===== src/rtl/cache_req_arbiter_if.sv =====
// Requester-side and cache-side signals of the shared cache port.
// master = requesters + cache environment, slave = the arbiter.
interface cache_req_arbiter_if #(
  parameter int NUM_REQ    = 2,
  parameter int ADDR_WIDTH = 8,
  parameter int DATA_WIDTH = 8
);
  logic [NUM_REQ-1:0]            req;
  logic [NUM_REQ-1:0]            req_we;
  logic [NUM_REQ*ADDR_WIDTH-1:0] req_addr;
  logic [NUM_REQ*DATA_WIDTH-1:0] req_wdata;
  logic [NUM_REQ-1:0]            ack;
  logic                          err;
  logic [DATA_WIDTH-1:0]         rdata;
  logic                          cache_re;
  logic                          cache_we;
  logic [ADDR_WIDTH-1:0]         cache_addr;
  logic [DATA_WIDTH-1:0]         cache_wdata;
  logic [DATA_WIDTH-1:0]         cache_rdata;
  logic                          cache_busy;
  logic                          cache_done;

  modport master (
    output req, req_we, req_addr, req_wdata, cache_rdata, cache_busy, cache_done,
    input  ack, err, rdata, cache_re, cache_we, cache_addr, cache_wdata
  );

  modport slave (
    input  req, req_we, req_addr, req_wdata, cache_rdata, cache_busy, cache_done,
    output ack, err, rdata, cache_re, cache_we, cache_addr, cache_wdata
  );
endinterface


===== src/rtl/cache_req_arbiter.sv =====
// Round-robin arbiter sharing one cache port; strobe one cycle after grant, ack the cycle after done.
// Requesters hold req until ack; no grant while the cache reports busy; one transaction in flight.
module cache_req_arbiter #(
  parameter int NUM_REQ    = 2,
  parameter int ADDR_WIDTH = 8,
  parameter int DATA_WIDTH = 8,
  parameter int TIMEOUT    = 16
) (
  input logic               clk,
  input logic               rst,
  cache_req_arbiter_if.slave bus
);

  localparam int PTR_W = $clog2(NUM_REQ);
  localparam int CNT_W = $clog2(TIMEOUT + 1);
  localparam logic [PTR_W:0]   NREQ_C    = (PTR_W + 1)'(NUM_REQ);
  localparam logic [PTR_W-1:0] LAST_C    = PTR_W'(NUM_REQ - 1);
  localparam logic [CNT_W-1:0] TIMEOUT_C = CNT_W'(TIMEOUT);

  typedef enum logic [1:0] {ST_IDLE, ST_ISSUE, ST_WAIT, ST_RESP} state_t;

  state_t                  state, state_nxt;
  logic [PTR_W-1:0]        ptr, ptr_nxt;
  logic [PTR_W-1:0]        grant, grant_nxt;
  logic [CNT_W-1:0]        cnt, cnt_nxt;
  logic                    we_l, we_l_nxt;
  logic [NUM_REQ-1:0]      ack_q, ack_nxt;
  logic                    err_q, err_nxt;
  logic [DATA_WIDTH-1:0]   rdata_q, rdata_nxt;
  logic                    re_q, re_nxt;
  logic                    we_q, we_nxt;
  logic [ADDR_WIDTH-1:0]   addr_q, addr_nxt;
  logic [DATA_WIDTH-1:0]   wdata_q, wdata_nxt;

  logic [ADDR_WIDTH-1:0]   addr_arr  [NUM_REQ];
  logic [DATA_WIDTH-1:0]   wdata_arr [NUM_REQ];
  logic                    found;
  logic [PTR_W-1:0]        pick;
  logic [PTR_W:0]          sum;

  for (genvar g = 0; g < NUM_REQ; g++) begin : g_unpack
    assign addr_arr[g]  = bus.req_addr[g*ADDR_WIDTH +: ADDR_WIDTH];
    assign wdata_arr[g] = bus.req_wdata[g*DATA_WIDTH +: DATA_WIDTH];
  end

  // First requester at or after ptr, wrapping; sum never exceeds 2*NUM_REQ-2.
  always_comb begin
    found = 1'b0;
    pick  = '0;
    sum   = '0;
    for (int i = 0; i < NUM_REQ; i++) begin
      sum = {1'b0, ptr} + (PTR_W + 1)'(i);
      if (sum >= NREQ_C) sum = sum - NREQ_C;
      if (!found && bus.req[sum[PTR_W-1:0]]) begin
        found = 1'b1;
        pick  = sum[PTR_W-1:0];
      end
    end
  end

  always_comb begin
    state_nxt = state;
    ptr_nxt   = ptr;
    grant_nxt = grant;
    cnt_nxt   = cnt;
    we_l_nxt  = we_l;
    ack_nxt   = '0;
    err_nxt   = 1'b0;
    rdata_nxt = '0;
    re_nxt    = 1'b0;
    we_nxt    = 1'b0;
    addr_nxt  = addr_q;
    wdata_nxt = wdata_q;
    case (state)
      ST_IDLE: begin
        if (found && !bus.cache_busy) begin
          grant_nxt = pick;
          we_l_nxt  = bus.req_we[pick];
          addr_nxt  = addr_arr[pick];
          wdata_nxt = wdata_arr[pick];
          re_nxt    = !bus.req_we[pick];
          we_nxt    = bus.req_we[pick];
          state_nxt = ST_ISSUE;
        end
      end
      ST_ISSUE: begin
        cnt_nxt   = CNT_W'(1);
        state_nxt = ST_WAIT;
      end
      ST_WAIT: begin
        // done takes priority over a timeout landing in the same cycle
        if (bus.cache_done) begin
          ack_nxt[grant] = 1'b1;
          rdata_nxt      = we_l ? '0 : bus.cache_rdata;
          state_nxt      = ST_RESP;
        end else if (cnt == TIMEOUT_C) begin
          ack_nxt[grant] = 1'b1;
          err_nxt        = 1'b1;
          state_nxt      = ST_RESP;
        end else begin
          cnt_nxt = cnt + CNT_W'(1);
        end
      end
      ST_RESP: begin
        ptr_nxt   = (grant == LAST_C) ? '0 : grant + PTR_W'(1);
        cnt_nxt   = '0;
        state_nxt = ST_IDLE;
      end
      default: state_nxt = ST_IDLE;
    endcase
  end

  always_ff @(posedge clk) begin
    if (rst) begin
      state   <= ST_IDLE;
      ptr     <= '0;
      grant   <= '0;
      cnt     <= '0;
      we_l    <= 1'b0;
      ack_q   <= '0;
      err_q   <= 1'b0;
      rdata_q <= '0;
      re_q    <= 1'b0;
      we_q    <= 1'b0;
      addr_q  <= '0;
      wdata_q <= '0;
    end else begin
      state   <= state_nxt;
      ptr     <= ptr_nxt;
      grant   <= grant_nxt;
      cnt     <= cnt_nxt;
      we_l    <= we_l_nxt;
      ack_q   <= ack_nxt;
      err_q   <= err_nxt;
      rdata_q <= rdata_nxt;
      re_q    <= re_nxt;
      we_q    <= we_nxt;
      addr_q  <= addr_nxt;
      wdata_q <= wdata_nxt;
    end
  end

  assign bus.ack         = ack_q;
  assign bus.err         = err_q;
  assign bus.rdata       = rdata_q;
  assign bus.cache_re    = re_q;
  assign bus.cache_we    = we_q;
  assign bus.cache_addr  = addr_q;
  assign bus.cache_wdata = wdata_q;

endmodule


===== src/flat_wrapper.sv =====
// flat-port wrapper written by rule: the top's interface ports become plain ports
module cache_req_arbiter_flat 
#(
  parameter int NUM_REQ    = 2,
  parameter int ADDR_WIDTH = 8,
  parameter int DATA_WIDTH = 8,
  parameter int TIMEOUT    = 16
)
  (clk, rst, bus_req, bus_req_we, bus_req_addr, bus_req_wdata, bus_cache_rdata, bus_cache_busy, bus_cache_done, bus_ack, bus_err, bus_rdata, bus_cache_re, bus_cache_we, bus_cache_addr, bus_cache_wdata);
  cache_req_arbiter_if #(.NUM_REQ(NUM_REQ), .ADDR_WIDTH(ADDR_WIDTH), .DATA_WIDTH(DATA_WIDTH)) bus_i ();
  input logic clk;
  input logic rst;
  input wire logic [$bits(bus_i.req)-1:0] bus_req;
  input wire logic [$bits(bus_i.req_we)-1:0] bus_req_we;
  input wire logic [$bits(bus_i.req_addr)-1:0] bus_req_addr;
  input wire logic [$bits(bus_i.req_wdata)-1:0] bus_req_wdata;
  input wire logic [$bits(bus_i.cache_rdata)-1:0] bus_cache_rdata;
  input wire logic [$bits(bus_i.cache_busy)-1:0] bus_cache_busy;
  input wire logic [$bits(bus_i.cache_done)-1:0] bus_cache_done;
  output wire logic [$bits(bus_i.ack)-1:0] bus_ack;
  output wire logic [$bits(bus_i.err)-1:0] bus_err;
  output wire logic [$bits(bus_i.rdata)-1:0] bus_rdata;
  output wire logic [$bits(bus_i.cache_re)-1:0] bus_cache_re;
  output wire logic [$bits(bus_i.cache_we)-1:0] bus_cache_we;
  output wire logic [$bits(bus_i.cache_addr)-1:0] bus_cache_addr;
  output wire logic [$bits(bus_i.cache_wdata)-1:0] bus_cache_wdata;
  assign bus_i.req = bus_req;
  assign bus_i.req_we = bus_req_we;
  assign bus_i.req_addr = bus_req_addr;
  assign bus_i.req_wdata = bus_req_wdata;
  assign bus_i.cache_rdata = bus_cache_rdata;
  assign bus_i.cache_busy = bus_cache_busy;
  assign bus_i.cache_done = bus_cache_done;
  assign bus_ack = bus_i.ack;
  assign bus_err = bus_i.err;
  assign bus_rdata = bus_i.rdata;
  assign bus_cache_re = bus_i.cache_re;
  assign bus_cache_we = bus_i.cache_we;
  assign bus_cache_addr = bus_i.cache_addr;
  assign bus_cache_wdata = bus_i.cache_wdata;
  cache_req_arbiter #(.NUM_REQ(NUM_REQ), .ADDR_WIDTH(ADDR_WIDTH), .DATA_WIDTH(DATA_WIDTH), .TIMEOUT(TIMEOUT)) u_core (.clk(clk), .rst(rst), .bus(bus_i));
endmodule

===== config.mk =====
export PLATFORM = sky130hd
export DESIGN_NAME = cache_req_arbiter_flat
export DESIGN_NICKNAME = d
export VERILOG_FILES = /design/src/rtl/cache_req_arbiter_if.sv /design/src/rtl/cache_req_arbiter.sv /design/src/flat_wrapper.sv
export SDC_FILE = /design/constraint.sdc
export NUM_CORES = 1
export LEC_CHECK = 0
export ABC_AREA = 1
export CORE_ASPECT_RATIO = 1.75
export CORE_MARGIN = 10
export CORE_UTILIZATION = 38
export CTS_CLUSTER_DIAMETER = 80
export DETAILED_ROUTE_END_ITERATION = 10
export GPL_TIMING_DRIVEN = 0
export PLACE_DENSITY = 0.79
export SETUP_SLACK_MARGIN = 0.2
export SYNTH_ARGS = -nofsm -noshare
export SYNTH_HDL_FRONTEND = slang
export SYNTH_SLANG_ARGS = --single-unit
export TNS_END_PERCENT = 100

===== constraint.sdc =====
create_clock -name clk -period 1.53 [get_ports clk]
set_clock_uncertainty 0.15 [all_clocks]
set_input_delay 0.306 -clock clk [delete_from_list [all_inputs] [get_ports clk]]
set_output_delay 0.306 -clock clk [all_outputs]
set_load 0.05 [all_outputs]

# Word level (Yosys, flattened, before mapping)

Cells that the tools add are included.

Register bits after elaboration: 39
Input bits: 48
Output and inout bits: 29
Word-level logic and storage cells: 84

$add $sub $neg: 5
Order comparisons: 8
Eq/ne operators: 8
Multiplexer cells: 31
Bitwise gates (word level): 5
Reduce and logical (&&, ||, !) cells: 15

Operator list:

| cell                                                                         | number |
|---|---|
| 8-bit 2-to-1 mux                                                             | 6 |
| 1-bit 2-to-1 mux                                                             | 15 |
| 5-bit one-hot mux with 3 select lines                                        | 1 |
| 2-bit 2-to-1 mux                                                             | 5 |
| 5-bit 2-to-1 mux                                                             | 2 |
| 1-bit by 2-bit less-than comparator with 1-bit output, second input constant | 4 |
| 2-bit one-hot mux with 4 select lines                                        | 1 |
| 3-bit OR reduction                                                           | 2 |
| 5-bit by 1-bit adder with 5-bit output, second input constant                | 1 |
| 5-bit equality test, second input constant                                   | 1 |
| 2-bit equality test, second input constant                                   | 2 |
| 2-bit >= comparator, second input constant                                   | 2 |
| 2-bit != test, second input constant                                         | 2 |
| 1-bit inverter                                                               | 4 |
| 2-bit AND reduction                                                          | 2 |
| 4-bit OR reduction                                                           | 1 |
| 1-bit logical AND                                                            | 3 |
| 1-bit logical NOT                                                            | 3 |
| 3-bit by 2-bit != test with 1-bit output, second input constant              | 1 |
| 3-bit AND reduction                                                          | 1 |
| 3-bit nonzero test                                                           | 1 |
| 1-bit by 1-bit adder with 2-bit output, second input constant                | 1 |
| 2-bit by 1-bit equality test with 1-bit output, second input constant        | 1 |
| 1-bit by 2-bit >= comparator with 1-bit output, second input constant        | 1 |
| 8 further kinds                                                              | 9 |

# Logic depth before layout (Yosys ltp)

Gate-level depths: netlist of run 1.

Depth in word-level cells: 12
Depth in mapped cells: 10
Gate-level depth less buffers: 10

# Worst setup path after synthesis of run 1

No wires, ideal clock.

Path type: register -> register
Start: reg u_core.state[0]
End: reg u_core.cnt[3]
Setup time: 109 ps
Arrival time: 1173 ps
Required time: 1271 ps
Setup slack: 98 ps
Stages on the path, launching flop included: 10
Path buffers: 0
Period minus slack after synthesis: 1432 ps
Cell sequence: dfxtp_1 -> inv_1 -> ha_1 -> nor2_1 -> nand2_1 -> nand3_2 -> nand2_1 -> nand2_1 -> nand2_1 -> inv_1

Word-level cells in the longest chain between the ends: 3
Elaborated cells between the ends (all ways): 8
Classes of those cells: 5 x eq/ne; 1 x mux; 2 x reduce/logical

RTL lines:

| element                                                                               | line                     | source |
|---|---|---|
| start: declaration                                                                    | cache_req_arbiter.sv:22  | `state_t state, state_nxt;` |
| start signal: assignment                                                              | cache_req_arbiter.sv:128 | `state <= state_nxt;` |
| 2-bit equality test or 2-bit by 1-bit equality test with 1-bit output (tied branches) | cache_req_arbiter.sv:74  | `case (state)` |
| 2-bit != test (no line) or 3-bit nonzero test (tied branches)                         | n/a                      |  |
| 3-bit AND reduction (no line)                                                         | n/a                      |  |
| end signal: assignment                                                                | cache_req_arbiter.sv:131 | `cnt <= cnt_nxt;` |
| end: declaration                                                                      | cache_req_arbiter.sv:25  | `logic [CNT_W-1:0] cnt, cnt_nxt;` |

Parallel ways exist; a longest one is shown, timed or not.
A chain may end at the register's enable or synchronous reset.

# Worst setup path in the final report of run 1

Start: reg u_core.state[0]
End: reg u_core.cnt[0]

The elaborated chain is that of the path after synthesis.

==> flow_metrics.py, run 1 <==
metrics = {
    "run_status": {
        "status": "completed",
    },
    "routing": {
        "drc_errors": 0,
        "dr_total_vias": 1977,
        "wl_per_cell_um": 14.0,
        "routed_wl_mm": 5.76,
        "avgViaCountPerCell": 4.80,
        "drt_pass1_iterations": 4,
        "drt-initial-drc-count": 65,
        "ant_nets": 0,
    },
    "cts": {
        "ctsHoldBuffers": 0,
        "numCtsBuffers": 5,
        "clkSlewWorstSetupHoldPaths_ns": 0.08,
        "root_buffer": "clkbuf_8",
        "clk_latency_ns": 0.29,
        "tritoncts": "yes",
        "cts_htree_levels": 2,
        "clockBufferDepth": 2,
        "clock-sinks": 39,
    },
    "critical_path": {
        "rr_worst_depth": 7,
        "end_kind": "flop",
        "crit_type": "reg2reg",
        "crit_fanout": 6,
        "critPathLaunchType": "flop",
        "reg2reg_slack_ns": 0.14,
        "r2r_start": "u_core.state[0]",
        "cp_slowest_cell": "dfxtp_4",
        "worst-path-buf-inv": 2,
        "crit_family": "flip-flops",
        "crit_required_ns": 1.57,
        "cp_data_arrival_time_ns": 1.42,
        "path_cells": "inv_6, ha_4, buf_4, a21oi_1, nand4_1, nand2_1, nor2_1",
        "max_stage_delay_ns": 0.38,
        "rr_endpoint": "u_core.cnt[0]",
    },
    "worst_hold_path": {
        "whs_endpoint": "u_core.bus.cache_addr[3]",
        "hold_class": "in2reg",
        "holdPathStages": 2,
        "min_from": "rst",
    },
    "global_routing": {
        "grt_overflow": 0,
        "grt.total_usage_pct": 13.3,
        "grt_pass1_wl_mm": 8.67,
        "grt_pass1_vias": 1903,
        "antenna_found_initial": 0,
        "grt_max_degree": 13,
    },
    "logic_synthesis": {
        "ys_async_sr_fraction_pct": 0,
        "syn_inst": 258,
        "synth_area_mm2": 0.00179,
        "synth_edf_count": 0,
        "synth_compound_area_share_pct": 7.57,
        "synth_seq_area_share_pct": 43.7,
        "netlist.area_leader.share_pct": 43.7,
        "ys_seq_elements": 39,
        "synth_common_cells": "nand2_1 (112), dfxtp_1 (39), inv_1 (25)",
        "synth-xor-area-share_pct": 0,
        "synth_most_common_cell": "nand2_1",
        "synthSimpleGateAreaFrac_pct": 34.3,
        "synthMuxAreaShare_pct": 0,
        "ys_types": 24,
        "avgSynthCellArea_um2": 6.92,
        "synth_top_family_by_area": "simple AND/OR/NAND/NOR gates",
        "synth_area_leaders": "dfxtp_1 (44%), nand2_1 (24%), a21oi_1 (5.9%), inv_1 (5.3%), ha_1 (4.9%)",
        "synth_flop_cell": "dfxtp_1",
        "yosys_warnings": 0,
        "synth_nets": 313,
        "synthAdderAreaFrac_pct": 4.91,
        "post-synth-top-area-cell": "dfxtp_1",
    },
    "power": {
        "vdd_ir_drop_max_uv": 1320,
        "power_frac_comb_pct": 46.2,
        "switchingPower_w": 0.00163,
        "pwr-share-clk_pct": 23.6,
        "power_density_mw_per_mm2": 1380,
        "seqPwrFrac_pct": 30.3,
        "p_leak_nw": 1.46,
        "swShare_pct": 38.0,
        "p_int_w": 0.00266,
    },
    "sta": {
        "slew_headroom_pct": 57.5,
        "rsz0062_at_grt": "yes",
        "max_freq_mhz": 721,
        "slew_violations": 0,
        "hold_viol_final": 0,
        "period_share_pct": 90.6,
        "setup_viol": 0,
        "setup_slack_ns": 0.143,
        "hold_ws_ns": 0.195,
        "fin_tns_setup_ns": 0,
        "worstMarginPinSlew_ns": 0.637,
        "period_needed_ns": 1.39,
    },
    "floorplan": {
        "dieArea_mm2": 0.00795,
        "placementRows": 33,
        "die_w_um": 71.8,
        "initial_core_util_pct": 38.6,
        "die_y_um": 111,
        "io_pins": 77,
        "core_mm2": 0.00462,
    },
    "placement": {
        "dp_slack_ns": -0.264,
        "portBuffers": 75,
        "dp.final_hpwl_mm": 3.92,
        "dp_cells": 385,
        "gp_congestion": 0.823,
    },
    "finish": {
        "antennaDiodeCount": 0,
        "drive_gt1_share_pct": 34.4,
        "final_nets": 414,
        "area_growth_pct": 74.6,
        "stdcell_count": 412,
    },
    "job": {
        "drv_cap": 0,
    },
}
==> flip-flops by register name (all words and copies together), names as in the netlist <==
signal and cells:
u_core.bus.ack 2, u_core.bus.cache_addr 8, u_core.bus.cache_re 1, u_core.bus.cache_wdata 8
u_core.bus.cache_we 1, u_core.bus.err 1, u_core.bus.rdata 8, u_core.cnt 5
u_core.grant 1, u_core.ptr 1, u_core.state 2, u_core.we_l 1
==> per-stage QoR <==
stage                     instance area, µm²  total power, W  utilization (%)
final                                   3120         0.00430             67.4
after detailed placement                2620         0.00268             56.7
after CTS                               2830         0.00394             61.2
after global placement                  2620         0.00265             56.7
after global routing                    3120         0.00452             67.4
after floorplan                         1810         0.00223                -
==> layer usage <==
layer / vias to the layer above / track usage [%] / routed length, µm
met5: - / 0 / 0
met4: 0 / 6.10 / 161
met3: 14 / 4.48 / 361
met2: 68 / 25.5 / 3250
met1: 901 / 11.6 / 1980
li1: 994 / - / -
==> placed cells by master (no fill, tap or decap), types with 2 or more instances in the layout <==
| master | Yosys | layout |
|---|---|---|
| dfxtp_4 | 0 | 2 |
| dfxtp_2 | 0 | 3 |
| inv_8 | 0 | 2 |
| nand2_2 | 1 | 15 |
| a21oi_2 | 0 | 9 |
| clkbuf_1 | 1 | 2 |
| clkbuf_8 | 0 | 5 |
| inv_4 | 1 | 3 |
| nand2_4 | 1 | 10 |
| clkdlybuf4s50_1 | 0 | 43 |
| inv_1 | 25 | 18 |
| nand2_1 | 112 | 89 |
| buf_2 | 1 | 2 |
| nor2_4 | 1 | 2 |
| nand3_4 | 0 | 2 |
| o21ai_0 | 5 | 4 |
| ha_1 | 7 | 4 |
| nor2_2 | 2 | 6 |
| buf_8 | 0 | 5 |
| nand3_1 | 4 | 2 |
| nor2_1 | 22 | 17 |
| dlygate4sd2_1 | 0 | 2 |
| buf_6 | 4 | 5 |
| dfxtp_1 | 39 | 34 |
| clkbuf_4 | 0 | 11 |
| bufinv_16 | 0 | 2 |
| ha_4 | 0 | 3 |
| o21ai_1 | 1 | 2 |
| inv_2 | 0 | 3 |
| buf_4 | 1 | 29 |
| nand4_1 | 4 | 4 |
| a21oi_1 | 21 | 12 |
==> cell type report <==
cell class | count | area, µm²
multi-input combinational | 185 | 1070
tap | 52 | 65.1
sequential | 39 | 792
inverter | 28 | 133
buffer | 7 | 80.1
fill | 391 | 1510
clock inverter | 2 | 60.1
timing repair buffer | 93 | 843
clock buffer | 6 | 72.6
==> worst register-to-register path, delay by kind of cell, from the launching register on <==
family,cells,cell delay [ns]
AOI/OAI and AO/OA,1,0.14
adders and majority gates,1,0.20
buffers and inverters,2,0.20
DFF,1,0.38
and+or+nand+nor,3,0.23
==> how the worst max path moves through the flow <==
stage | from | endpoint | slack, ns | cells after the start
6_report | u_core.state[0] | u_core.cnt[0] | 0.14 | 7
5_1_grt | u_core.state[0] | u_core.cnt[1] | 0.08 | 6
4_1_cts | u_core.cnt[0] | u_core.state[1] | 0.16 | 10
3_5_place_dp | bus_req[0] | u_core.bus.cache_wdata[3] | -0.26 | 9
3_3_place_gp | bus_req[1] | u_core.we_l | -0.23 | 8
2_1_floorplan | u_core.state[1] | u_core.bus.cache_addr[0] | 0.20 | 7
==> cell families after synthesis <==
kind of cell | Yosys count
compound gates | 27
fa+ha+maj | 7
buf+inv | 35
simple gates | 150
flops | 39
==> what timing repair did <==
item                                    in CTS  in global routing
setup buffers                                9                  7
cloned                                       2                  1
gates resized for setup                    197                 72
endpoints found under the setup margin      59                 48
hold endpoints to repair                     0                  0
pin swaps                                   10                 22
==> power groups by stage <==
stage | logic, W | clock network (W) | registers [W]
4_1_cts | 0.00164 | 0.00103 | 0.00127
6_report | 0.00198 | 0.00101 | 0.00130
2_1_floorplan | 0.000663 | 0 | 0.00156
3_3_place_gp | 0.00139 | 0 | 0.00126
5_1_grt | 0.00214 | 0.00106 | 0.00132
3_5_place_dp | 0.00141 | 0 | 0.00127
Note: power is estimated with default switching activity, not from simulation.
==> run 2, diff against run 1 <==
--- a/config.mk
+++ b/config.mk
@@ -12,8 +12,10 @@
 export CTS_CLUSTER_DIAMETER = 80
 export DETAILED_ROUTE_END_ITERATION = 10
 export GPL_TIMING_DRIVEN = 0
-export PLACE_DENSITY = 0.79
+export MAX_ROUTING_LAYER = met4
+export PLACE_DENSITY = 0.75
 export SETUP_SLACK_MARGIN = 0.2
+export SLEW_MARGIN = 25
 export SYNTH_ARGS = -nofsm -noshare
 export SYNTH_HDL_FRONTEND = slang
 export SYNTH_SLANG_ARGS = --single-unit
==> flow_metrics.py, run 2 (synthesized netlist as in run 1, its figures left out) <==
metrics = {
    "routing": {
        "dr_total_vias": 1884,
        "drt-initial-drc-count": 55,
        "avgViaCountPerCell": 4.63,
        "wl_per_cell_um": 13.3,
        "routed_wl_mm": 5.40,
        "ant_nets": 0,
        "drc_errors": 0,
        "drt_pass1_iterations": 4,
    },
    "cts": {
        "clockBufferDepth": 2,
        "clock-sinks": 39,
        "clk_latency_ns": 0.29,
        "clkSlewWorstSetupHoldPaths_ns": 0.08,
        "numCtsBuffers": 5,
        "cts_htree_levels": 2,
        "root_buffer": "clkbuf_8",
        "tritoncts": "yes",
    },
    "critical_path": {
        "crit_required_ns": 1.62,
        "crit_type": "reg2reg",
        "critPathLaunch": "u_core.state[0]",
        "crit_fanout": 7,
        "cp_data_arrival_time_ns": 1.47,
        "r2r_start": "u_core.state[0]",
        "end_kind": "flop",
        "critPathLaunchType": "flop",
    },
    "global_routing": {
        "antenna_found_initial": 0,
        "grt_max_degree": 14,
        "grt.total_usage_pct": 12.8,
        "grt_pass1_wl_mm": 8.22,
        "grt_pass1_vias": 1769,
        "grt_overflow": 0,
    },
    "sta": {
        "hold_ws_ns": 0.205,
        "hold_viol_final": 0,
        "period_share_pct": 89.8,
        "slew_violations": 0,
        "worstMarginPinSlew_ns": 0.678,
        "fin_tns_setup_ns": 0,
        "setup_viol": 0,
        "rsz0062_at_grt": "yes",
        "setup_slack_ns": 0.155,
        "slew_headroom_pct": 54.8,
        "max_freq_mhz": 728,
        "period_needed_ns": 1.37,
    },
    "placement": {
        "portBuffers": 75,
        "dp_slack_ns": -0.258,
        "gp_congestion": 0.821,
        "dp.final_hpwl_mm": 3.87,
        "place_area_mm2": 0.00262,
    },
    "finish": {
        "stdcell_area_mm2": 0.00302,
        "final_common_cell": "nand2_1",
        "final_nets": 409,
        "mostFrequentLayoutCells": "nand2_1 (90), clkdlybuf4s50_1 (43), dfxtp_1 (34), buf_4 (25), nor2_1 (19)",
        "drive_gt1_share_pct": 33.2,
        "antennaDiodeCount": 0,
        "fin_util_pct": 65.4,
        "area_growth_pct": 69.3,
    },
    "floorplan": {
        "initial_core_util_pct": 38.6,
        "io_pins": 77,
        "die_y_um": 111,
        "core_mm2": 0.00462,
        "dieArea_mm2": 0.00795,
        "die_w_um": 71.8,
        "placementRows": 33,
    },
    "power": {
        "power_density_mw_per_mm2": 1280,
        "vdd_ir_drop_max_uv": 911,
        "p_leak_nw": 1.40,
    },
    "worst_hold_path": {
        "hold_class": "in2reg",
        "min_from": "rst",
    },
    "job": {
        "drv_cap": 0,
    },
    "run_status": {
        "status": "completed",
    },
}
[run 2: what timing repair did]
item | CTS | global route
pin swaps | 5 | 27
endpoints found under the setup margin | 58 | 48
cloned | 1 | 2
hold buffers | 0 | 0
buffers inserted | 8 | 3
resized for setup | 186 | 73
[run 2: routing by layer]
metal  track usage (%)  vias up  share of wire (%)
met2              24.1       57                 57
met5                 -        -                  0
li1                  -      985                  -
met1              12.1      834                 37
met4              3.11        0                1.3
met3              3.58        8                4.2
[run 2: worst paths after layout]
kind                              end  depth (start not counted)  slack, ns
min reg2reg         u_core.bus.ack[0]                          1       0.31
max                     u_core.cnt[3]                          8       0.16
min          u_core.bus.cache_addr[3]                          2       0.21
max reg2reg             u_core.cnt[3]                          8       0.16
[run 2: power by group]
| group | internal (W) | total, W | switching [W] |
|---|---|---|---|
| clock | 0.000317 | 0.000702 | 0.000384 |
| combinational | 0.000795 | 0.00188 | 0.00109 |
| sequential | 0.00118 | 0.00129 | 0.000114 |
[run 2: area by class of cell]
class,instances,area [µm²]
Tap cell,52,65.1
Clock inverter,3,20.0
Fill cell,413,1600
Buffer,7,76.3
Timing Repair Buffer,89,837
Inverter,28,130
Multi-Input combinational cell,184,1030
Clock buffer,5,68.8
Sequential cell,39,792
[run 2: worst max-delay path, cell delays in order, from the launching register on]
cell and delay, ns:
dfxtp_4 0.37, inv_6 0.07, ha_4 0.20, inv_2 0.08
nor2_4 0.20, nand2_1 0.10, nand2_2 0.07, nand2_1 0.04
inv_1 0.04
[run 2: stage by stage]
stage | power (W) | std cells
5_1_grt | 0.00413 | 407
3_5_place_dp | 0.00268 | 385
3_3_place_gp | 0.00266 | 385
4_1_cts | 0.00351 | 402
2_1_floorplan | 0.00223 | 258
6_report | 0.00388 | 407
